File: src/rtl/execute_stage.sv
// execute_stage: EX stage of the 5-stage RV32I pipeline.
//   - Applies hazard-unit forwarding selects to the ID/EX operands.
//   - Runs the ALU, resolves branches/jumps and drives the fetch redirect.
//   - Registers results into the EX/MEM pipeline register (one-cycle latency).
// Ports:
//   clk_i, rst_i             clock, async active-high reset (clears EX/MEM)
//   *_E_i                    ID/EX register contents
//   FWD_A_i, FWD_B_i         forwarding selects (01 = W result, 10 = M ALU result)
//   RESLT_DATA_W_i           write-back result for forwarding
//   PCSRC_E_o, PCTARGET_E_o  combinational fetch redirect
//   RS1_H_o..RSLTSRC0_H_o    combinational taps to the hazard unit
//   *_M_o                    registered EX/MEM outputs
module execute_stage #(
    parameter int XLEN = 32
) (
    input  logic            clk_i,
    input  logic            rst_i,
    input  logic            REGWRT_E_i,
    input  logic [1:0]      JUMP_E_i,
    input  logic [2:0]      BRANCH_E_i,
    input  logic [1:0]      RSLTSRC_E_i,
    input  logic            MEMWRT_E_i,
    input  logic [3:0]      ALUCTRL_E_i,
    input  logic            ALUSRC_E_i,
    input  logic [XLEN-1:0] RD1_E_i,
    input  logic [XLEN-1:0] RD2_E_i,
    input  logic [4:0]      RS1_E_i,
    input  logic [4:0]      RS2_E_i,
    input  logic [4:0]      RD_E_i,
    input  logic [XLEN-1:0] PC_E_i,
    input  logic [XLEN-1:0] IMM_E_i,
    input  logic [XLEN-1:0] PCPLUS4_E_i,
    input  logic [1:0]      FWD_A_i,
    input  logic [1:0]      FWD_B_i,
    input  logic [XLEN-1:0] RESLT_DATA_W_i,
    output logic            PCSRC_E_o,
    output logic [XLEN-1:0] PCTARGET_E_o,
    output logic [4:0]      RS1_H_o,
    output logic [4:0]      RS2_H_o,
    output logic [4:0]      RD_H_o,
    output logic            RSLTSRC0_H_o,
    output logic [XLEN-1:0] ALURSLT_M_o,
    output logic [XLEN-1:0] WRTDATA_M_o,
    output logic [4:0]      RD_M_o,
    output logic            REGWRT_M_o,
    output logic            MEMWRT_M_o,
    output logic [1:0]      RSLTSRC_M_o,
    output logic [XLEN-1:0] PCPLUS4_M_o
);

    logic [XLEN-1:0] src_a, fwd_b, src_b, alu_res;
    logic [4:0]      shamt;
    logic            br_taken;

    logic [XLEN-1:0] alurslt_d, alurslt_q, wrtdata_d, wrtdata_q, pcplus4_d, pcplus4_q;
    logic [4:0]      rd_d, rd_q;
    logic            regwrt_d, regwrt_q, memwrt_d, memwrt_q;
    logic [1:0]      rsltsrc_d, rsltsrc_q;

    // Forwarding muxes; 10 picks the value registered last cycle in EX/MEM.
    always_comb begin
        case (FWD_A_i)
            2'b01:   src_a = RESLT_DATA_W_i;
            2'b10:   src_a = alurslt_q;
            default: src_a = RD1_E_i;
        endcase
        case (FWD_B_i)
            2'b01:   fwd_b = RESLT_DATA_W_i;
            2'b10:   fwd_b = alurslt_q;
            default: fwd_b = RD2_E_i;
        endcase
        src_b = ALUSRC_E_i ? IMM_E_i : fwd_b;
        shamt = src_b[4:0];
    end

    always_comb begin
        case (ALUCTRL_E_i)
            4'b0000: alu_res = src_a + src_b;
            4'b0001: alu_res = src_a - src_b;
            4'b0010: alu_res = src_a & src_b;
            4'b0011: alu_res = src_a | src_b;
            4'b0100: alu_res = src_a ^ src_b;
            4'b0101: alu_res = src_a << shamt;
            4'b0110: alu_res = src_a >> shamt;
            4'b0111: alu_res = $unsigned($signed(src_a) >>> shamt);
            4'b1000: alu_res = {{(XLEN-1){1'b0}}, $signed(src_a) < $signed(src_b)};
            4'b1001: alu_res = {{(XLEN-1){1'b0}}, src_a < src_b};
            4'b1010: alu_res = src_b;
            default: alu_res = '0;
        endcase
    end

    // Branch compare always uses the forwarded register operands, never IMM.
    always_comb begin
        case (BRANCH_E_i)
            3'b001:  br_taken = (src_a == fwd_b);
            3'b010:  br_taken = (src_a != fwd_b);
            3'b011:  br_taken = ($signed(src_a) <  $signed(fwd_b));
            3'b100:  br_taken = ($signed(src_a) >= $signed(fwd_b));
            3'b101:  br_taken = (src_a <  fwd_b);
            3'b110:  br_taken = (src_a >= fwd_b);
            default: br_taken = 1'b0;
        endcase
        PCSRC_E_o    = (JUMP_E_i == 2'b01) || (JUMP_E_i == 2'b10) || br_taken;
        PCTARGET_E_o = (JUMP_E_i == 2'b10) ? ((src_a + IMM_E_i) & {{(XLEN-1){1'b1}}, 1'b0})
                                           : (PC_E_i + IMM_E_i);
    end

    assign RS1_H_o      = RS1_E_i;
    assign RS2_H_o      = RS2_E_i;
    assign RD_H_o       = RD_E_i;
    assign RSLTSRC0_H_o = RSLTSRC_E_i[0];

    always_comb begin
        alurslt_d = alu_res;
        wrtdata_d = fwd_b;
        pcplus4_d = PCPLUS4_E_i;
        rd_d      = RD_E_i;
        regwrt_d  = REGWRT_E_i;
        memwrt_d  = MEMWRT_E_i;
        rsltsrc_d = RSLTSRC_E_i;
    end

    always_ff @(posedge clk_i or posedge rst_i) begin
        if (rst_i) begin
            alurslt_q <= '0;
            wrtdata_q <= '0;
            pcplus4_q <= '0;
            rd_q      <= '0;
            regwrt_q  <= 1'b0;
            memwrt_q  <= 1'b0;
            rsltsrc_q <= '0;
        end else begin
            alurslt_q <= alurslt_d;
            wrtdata_q <= wrtdata_d;
            pcplus4_q <= pcplus4_d;
            rd_q      <= rd_d;
            regwrt_q  <= regwrt_d;
            memwrt_q  <= memwrt_d;
            rsltsrc_q <= rsltsrc_d;
        end
    end

    assign ALURSLT_M_o = alurslt_q;
    assign WRTDATA_M_o = wrtdata_q;
    assign PCPLUS4_M_o = pcplus4_q;
    assign RD_M_o      = rd_q;
    assign REGWRT_M_o  = regwrt_q;
    assign MEMWRT_M_o  = memwrt_q;
    assign RSLTSRC_M_o = rsltsrc_q;

endmodule

File: config.mk
export PLATFORM = sky130hd
export DESIGN_NAME = execute_stage
export DESIGN_NICKNAME = d
export VERILOG_FILES = /design/src/rtl/execute_stage.sv
export SDC_FILE = /design/constraint.sdc
export NUM_CORES = 1
export LEC_CHECK = 0
export BUFFER_PORTS_ARGS = -buffer_cell sky130_fd_sc_hd__buf_2
export CAP_MARGIN = 0
export CELL_PAD_IN_SITES_DETAIL_PLACEMENT = 1
export CELL_PAD_IN_SITES_GLOBAL_PLACEMENT = 1
export CORE_UTILIZATION = 35
export DETAILED_ROUTE_END_ITERATION = 10
export PLACE_DENSITY = 0.74
export SLEW_MARGIN = 20
export SYNTH_ARGS = -nofsm -noshare
export SYNTH_HDL_FRONTEND = slang
export SYNTH_SLANG_ARGS = --single-unit
File: constraint.sdc
create_clock -name clk_i -period 11.55 [get_ports clk_i]
set_clock_uncertainty 0.2 [all_clocks]
set_input_delay 1.155 -clock clk_i [delete_from_list [all_inputs] [get_ports clk_i]]
set_output_delay 1.155 -clock clk_i [all_outputs]
set_load 0.01 [all_outputs]
; ---- Word level (Yosys, flattened, before mapping)
; Index checks and enable logic that the tools add are counted.
[classes]
add_sub_neg = 4
multipliers = 0
div_mod_pow = 0
magnitude_cmp = 6
n_eq_ne = 24
shift = 3
muxes = 6
n_bitwise = 3
reduce_logical = 3
[ops]
columns = cell, n
row1 = $pmux W32 S11, 1
row2 = $lt A32 B32 Y1, 4
row3 = $pmux W32 S2, 2
row4 = $add A32 B32 Y32, 3
row5 = $ge A32 B32 Y1, 2
row6 = $mux W32, 2
row7 = $and A32 B32 Y32, 1
row8 = $eq A32 B32 Y1, 1
row9 = $ne A32 B32 Y1, 1
row10 = $or A32 B32 Y32, 1
row11 = $shl A32 B5 Y32, 1
row12 = $shr A32 B5 Y32, 1
row13 = $sshr A32 B5 Y32, 1
row14 = $sub A32 B32 Y32, 1
row15 = $xor A32 B32 Y32, 1
row16 = $eq A4 B3 Y1 const B, 4
row17 = $eq A4 B4 Y1 const B, 3
row18 = $eq A3 B3 Y1 const B, 3
row19 = $eq A4 B2 Y1 const B, 2
row20 = $eq A2 B1 Y1 const B, 3
row21 = $eq A2 B2 Y1 const B, 3
row22 = $eq A3 B2 Y1 const B, 2
row23 = $pmux W1 S6, 1
row24 = $eq A4 B1 Y1 const B, 1
row25 = 3 further kinds, 4
[totals]
ff_bits = 105
latch_bits = 0
ram_bits = 0
rom_bits = 0
inputBits = 227
output_inout_bits = 154
word_cells = 56
n_memories = 0

; ---- Logic depth before layout (Yosys ltp)
[depth]
ltp_word = 5
depth_mapped = 22
ltp_nobuf = 19

; ---- Worst setup path after synthesis
; OpenSTA, ideal clock, no wires.
[synth_timing]
kind = input port to output port
start = input port FWD_B_i[0]
end = output port PCSRC_E_o
arrival_ns = 4.832
path_slack_ns = 5.363
cell_stages = 17
path_buffers = 4
cell_sequence = inv_1 > ha_1 > buf_2 > buf_1 > buf_1 > clkbuf_1 > a21oi_1 > ha_1 > and4_1 > nand3_1 > nor4_1 > and3_1 > a221o_1 > o31ai_1 > nand2_1 > mux2i_1 > a2111o_1
[synth_via]
elab_chain_len = 5
[synth_rtl]
columns = element, line_no
row1 = "start, declared", 34  ; input logic [1:0] FWD_B_i,
row2 = $eq A2 B2 Y1 or $eq A2 B1 Y1 (tied branches), 67  ; case (FWD_B_i)
row3 = $pmux W32 S2 *, 67
row4 = $ge A32 B32 Y1 (tied with other cells), 101  ; 3'b110: br_taken = (src_a >= fwd_b);
row5 = $pmux W1 S6 *, 95  ; case (BRANCH_E_i)
row6 = $logic_or A1 B1 Y1 *, 104  ; PCSRC_E_o = (JUMP_E_i == 2'b01) || (JUMP_E_i == 2'b10) || br_taken;
row7 = "end, declared", 36  ; output logic PCSRC_E_o,
; Every way passes the cells marked *; elsewhere a longest branch is shown, timed or not.

; ---- Worst setup path after layout
[layout_timing]
start = input port FWD_A_i[0]
end = output port PCSRC_E_o
[layout_via]
elab_chain_len = 5
[layout_rtl]
columns = element, line_no
row1 = "start, declared", 33  ; input logic [1:0] FWD_A_i,
row2 = $eq A2 B2 Y1 or $eq A2 B1 Y1 (tied branches), 62  ; case (FWD_A_i)
row3 = $pmux W32 S2 *, 62
row4 = $ge A32 B32 Y1 (tied with other cells), 101
row5 = $pmux W1 S6 *, 95
row6 = $logic_or A1 B1 Y1 *, 104
; Marked as above.

==> impl_metrics.json <==
{
  "run_status": "finished, final reports clean",
  "worst_ep_required_time_ns": 10.20,
  "crit-reg2reg-capture": "ALURSLT_M_o[31]$_DFF_PP0_",
  "synth_commonest_cells": "sky130_fd_sc_hd__nand2_1, sky130_fd_sc_hd__a21oi_1, sky130_fd_sc_hd__ha_1",
  "cts-buffers-inserted": 9,
  "critPathKind": "input port to primary output",
  "layout-drive-gt1-share_pct": 18.1,
  "drcViolationCount": 0,
  "clk_latency_ns": 0.38,
  "yosysMostFrequentCell": "sky130_fd_sc_hd__nand2_1",
  "maxCapViolations": 0,
  "netlist.area_leader.share_pct": 15.3,
  "clock_root_buffer": "sky130_fd_sc_hd__clkbuf_16",
  "cts.hold.buffers_added": 0,
  "total_leakage_power_nw": 9.49,
  "postSynth.asyncResetShare_pct": 100,
  "antenna_found_initial": 15,
  "worstPathMaxFanout": 32,
  "critical_path.slowest_cell": "sky130_fd_sc_hd__o31ai_1",
  "clock_input_transition_at_the_sequential_cells_of_the_worst_setup_and_hold_paths_ns": 0.09,
  "placement_rows": 80,
  "design.portCount": 381,
  "syn_area_per_cell_sq_um": 7.21,
  "synth-edff-count": 0,
  "dieArea_sq_um": 49800,
  "combined_buffer_and_inverter_count_along_the_critical_path": 3,
  "finalMaxSlewViolations": 0,
  "tritoncts": "yes",
  "clock_path_buffers": 2,
  "synthesis.area_sq_um": 17100,
  "core_region_area_sq_um": 48000,
  "detail_route.first_pass.iterations": 6,
  "syn-num-nets": 2806,
  "timing.critical_path.mode_cell": "sky130_fd_sc_hd__buf_2",
  "rrSetupSlack_ns": 6.11,
  "weighted_congestion_at_the_end_of_routability_driven_global_placement": 1.01,
  "hold_path.class": "flip-flop to flip-flop",
  "yosys_warnings": 0,
  "stages_on_worst_setup_path": 16,
  "worstSetupStartpointType": "input port",
  "synth_top_flop_cell": "sky130_fd_sc_hd__dfrtp_1",
  "power.total_w": 0.00245,
  "start_util_pct": 35.6,
  "fin_crit_ns": 7.51,
  "clock_tree.htree_level_count": 3,
  "port_buffers": 360,
  "filler_cell_count": 6223,
  "fp.dieW_um": 223,
  "first_global_vias": 21000,
  "worstSetupEndpoint": "PCSRC_E_o",
  "cts_sink_cnt": 105,
  "crit_family": "compound AO/OA/AOI/OAI gates",
  "grt_first_pass_wirelength_um": 138000,
  "drt.antenna.violating_nets": 0,
  "groute.usage.overall_pct": 37.2,
  "ys_seq_elements": 105,
  "part_of_the_cycle_the_worst_path_needs_pct": 65.0,
  "fin_nets": 3070,
  "unrepaired_setup_endpoints_after_global_routing": "false",
  "crit_start": "FWD_A_i[0]",
  "fmax_mhz": 133,
  "finalSetupTns_ns": 0,
  "overflow": 0,
  "critPathMaxStageDelay_ns": 0.87,
  "seq_area_frac_synth_pct": 15.3,
  "synth.largest_area_cell": "sky130_fd_sc_hd__dfrtp_1",
  "syn_inst": 2375,
  "worst_hold_path.num_cells": 4,
  "worst-r2r-cell-count": 16,
  "report.final.setup_viol": 0,
  "postcts_resize_cnt": 0,
  "vdd_ir_drop_max_v": 0.0000794,
  "dp.final_hpwl_um": 77100,
  "powerDensity_nw_per_um2": 124,
  "drt-initial-drc-count": 2041,
  "finalHoldViolCount": 0,
  "critical_path.reg2reg.startpoint": "ALURSLT_M_o[4]$_DFF_PP0_",
  "vias_per_cell": 6.32,
  "grt_start_max_net_pins": 66,
  "synth.lib_cells_used.distinct": 85,
  "detailroute.via_count": 20600,
  "area_growth_pct": 15.4,
  "post_cts.repair.setup_buffers": 0,
  "die_height_um": 223,
  "routed_wirelength_um": 95200,
  "end_kind": "primary output",
  "slew_headroom_pct": 27.4,
  "post_drt_wl_per_cell_um": 29.2,
  "tightestPinTransition_ns": 1.08,
  "cp.arrival_ns": 6.16,
  "post_synth_main_area_contributors": "sky130_fd_sc_hd__dfrtp_1, sky130_fd_sc_hd__ha_1, sky130_fd_sc_hd__mux2i_1, sky130_fd_sc_hd__a21oi_1, sky130_fd_sc_hd__nand2_1",
  "path_cells": "buf_2 > inv_1 > ha_2 > a22oi_1 > o21ai_0 > ha_1 > and4_1 > nand3_1 > nor4_1 > and3_1 > a221o_1 > o31ai_1 > a21oi_1 > o21a_1 > a2111o_1 > buf_2"
}
cells by family (layout without fill, tap and decap cells):
| logic type | count (synthesis) | in the layout | share of synthesized area (%) |
|---|---|---|---|
| and+or+nand+nor | 688 | 688 | 18.1 |
| DFF | 105 | 105 | 15.3 |
| AOI/OAI and AO/OA | 872 | 872 | 32.7 |
| muxes | 132 | 132 | 7.88 |
| adders and majority gates | 204 | 204 | 15.1 |
| xor gates and xnor gates | 71 | 71 | 3.63 |
| buffers and inverters | 303 | 572 | 7.32 |
| other | 0 | 6 | 0 |
through the flow:
| step | setup slack, ns | util (%) | area, sq um | instances | hold slack, ns |
|---|---|---|---|---|---|
| 6_report | 4.04 | 41.1 | 19800 | 3265 | 0.561 |
| 5_1_grt | 3.82 | 41.1 | 19800 | 3261 | 0.613 |
| 4_1_cts | 4.09 | 41.1 | 19700 | 3259 | 0.559 |
| 3_5_place_dp | 4.10 | 40.4 | 19400 | 3243 | 0.524 |
| 3_3_place_gp | 4.31 | 40.4 | 19400 | 3243 | 0.527 |
| 2_1_floorplan | 5.36 | - | 17100 | 2375 | 0.497 |
report_power, final:
part / internal [W] / leakage [nW] / switching, W
logic: 0.000556 / 8.07 / 0.00108
registers: 0.000419 / 1.27 / 0.0000561
clock network: 0.000158 / 0.153 / 0.000179
cells in the final DEF (no fill, tap or decap), drive strengths merged, types with 46 or more instances in the layout:
| cell | netlist | routed |
|---|---|---|
| a21o | 55 | 55 |
| a21oi | 223 | 223 |
| a22oi | 72 | 72 |
| buf | 63 | 412 |
| dfrtp | 105 | 105 |
| ha | 200 | 200 |
| inv | 142 | 147 |
| mux2i | 121 | 121 |
| nand2 | 259 | 259 |
| nand3 | 47 | 47 |
| nor2 | 195 | 195 |
| o21ai | 218 | 218 |
| xnor2 | 46 | 46 |
per-layer routing:
layer / routed length [um] / global-route usage (%)
met1: 38000 / 45.7
met2: 44700 / 63.1
met3: 7370 / 5.68
met5: 69 / 0
met4: 5160 / 18.9
worst min-delay path by stage:
stage / start / endpoint
after floorplan: ALURSLT_M_o[10]$_DFF_PP0_ / WRTDATA_M_o[10]$_DFF_PP0_
after global placement: ALURSLT_M_o[26]$_DFF_PP0_ / WRTDATA_M_o[26]$_DFF_PP0_
after detailed placement: ALURSLT_M_o[26]$_DFF_PP0_ / WRTDATA_M_o[26]$_DFF_PP0_
after CTS: ALURSLT_M_o[26]$_DFF_PP0_ / WRTDATA_M_o[26]$_DFF_PP0_
after global routing: ALURSLT_M_o[25]$_DFF_PP0_ / WRTDATA_M_o[25]$_DFF_PP0_
final: ALURSLT_M_o[26]$_DFF_PP0_ / WRTDATA_M_o[26]$_DFF_PP0_
sequential cells by signal, summed over array words and instances (netlist names):
register,cells
RSLTSRC_M_o,2
REGWRT_M_o,1
MEMWRT_M_o,1
RD_M_o,5
ALURSLT_M_o,32
PCPLUS4_M_o,32
WRTDATA_M_o,32
worst register-to-register path, delay by kind of cell (launching register included):
kind            cells  cell delay (ns)
mux                 1             0.20
flops               1             0.46
fa+ha+maj           1             0.31
compound gates      6             1.72
buf+inv             3             0.94
simple gates        5             1.44
area by class of cell:
cell class | count | area (sq um) | share of cell area, %
timing repair buffer | 412 | 2190 | 11.1
multi-input combinational | 1967 | 13300 | 67.3
antenna | 6 | 15.0 | 0.0760
inverter | 144 | 544 | 2.75
sequential | 105 | 2630 | 13.3
clock buffer | 9 | 225 | 1.14
tap | 615 | 769 | 3.89
clock inverter | 7 | 88.8 | 0.450
(Power assumes the default switching activity.)
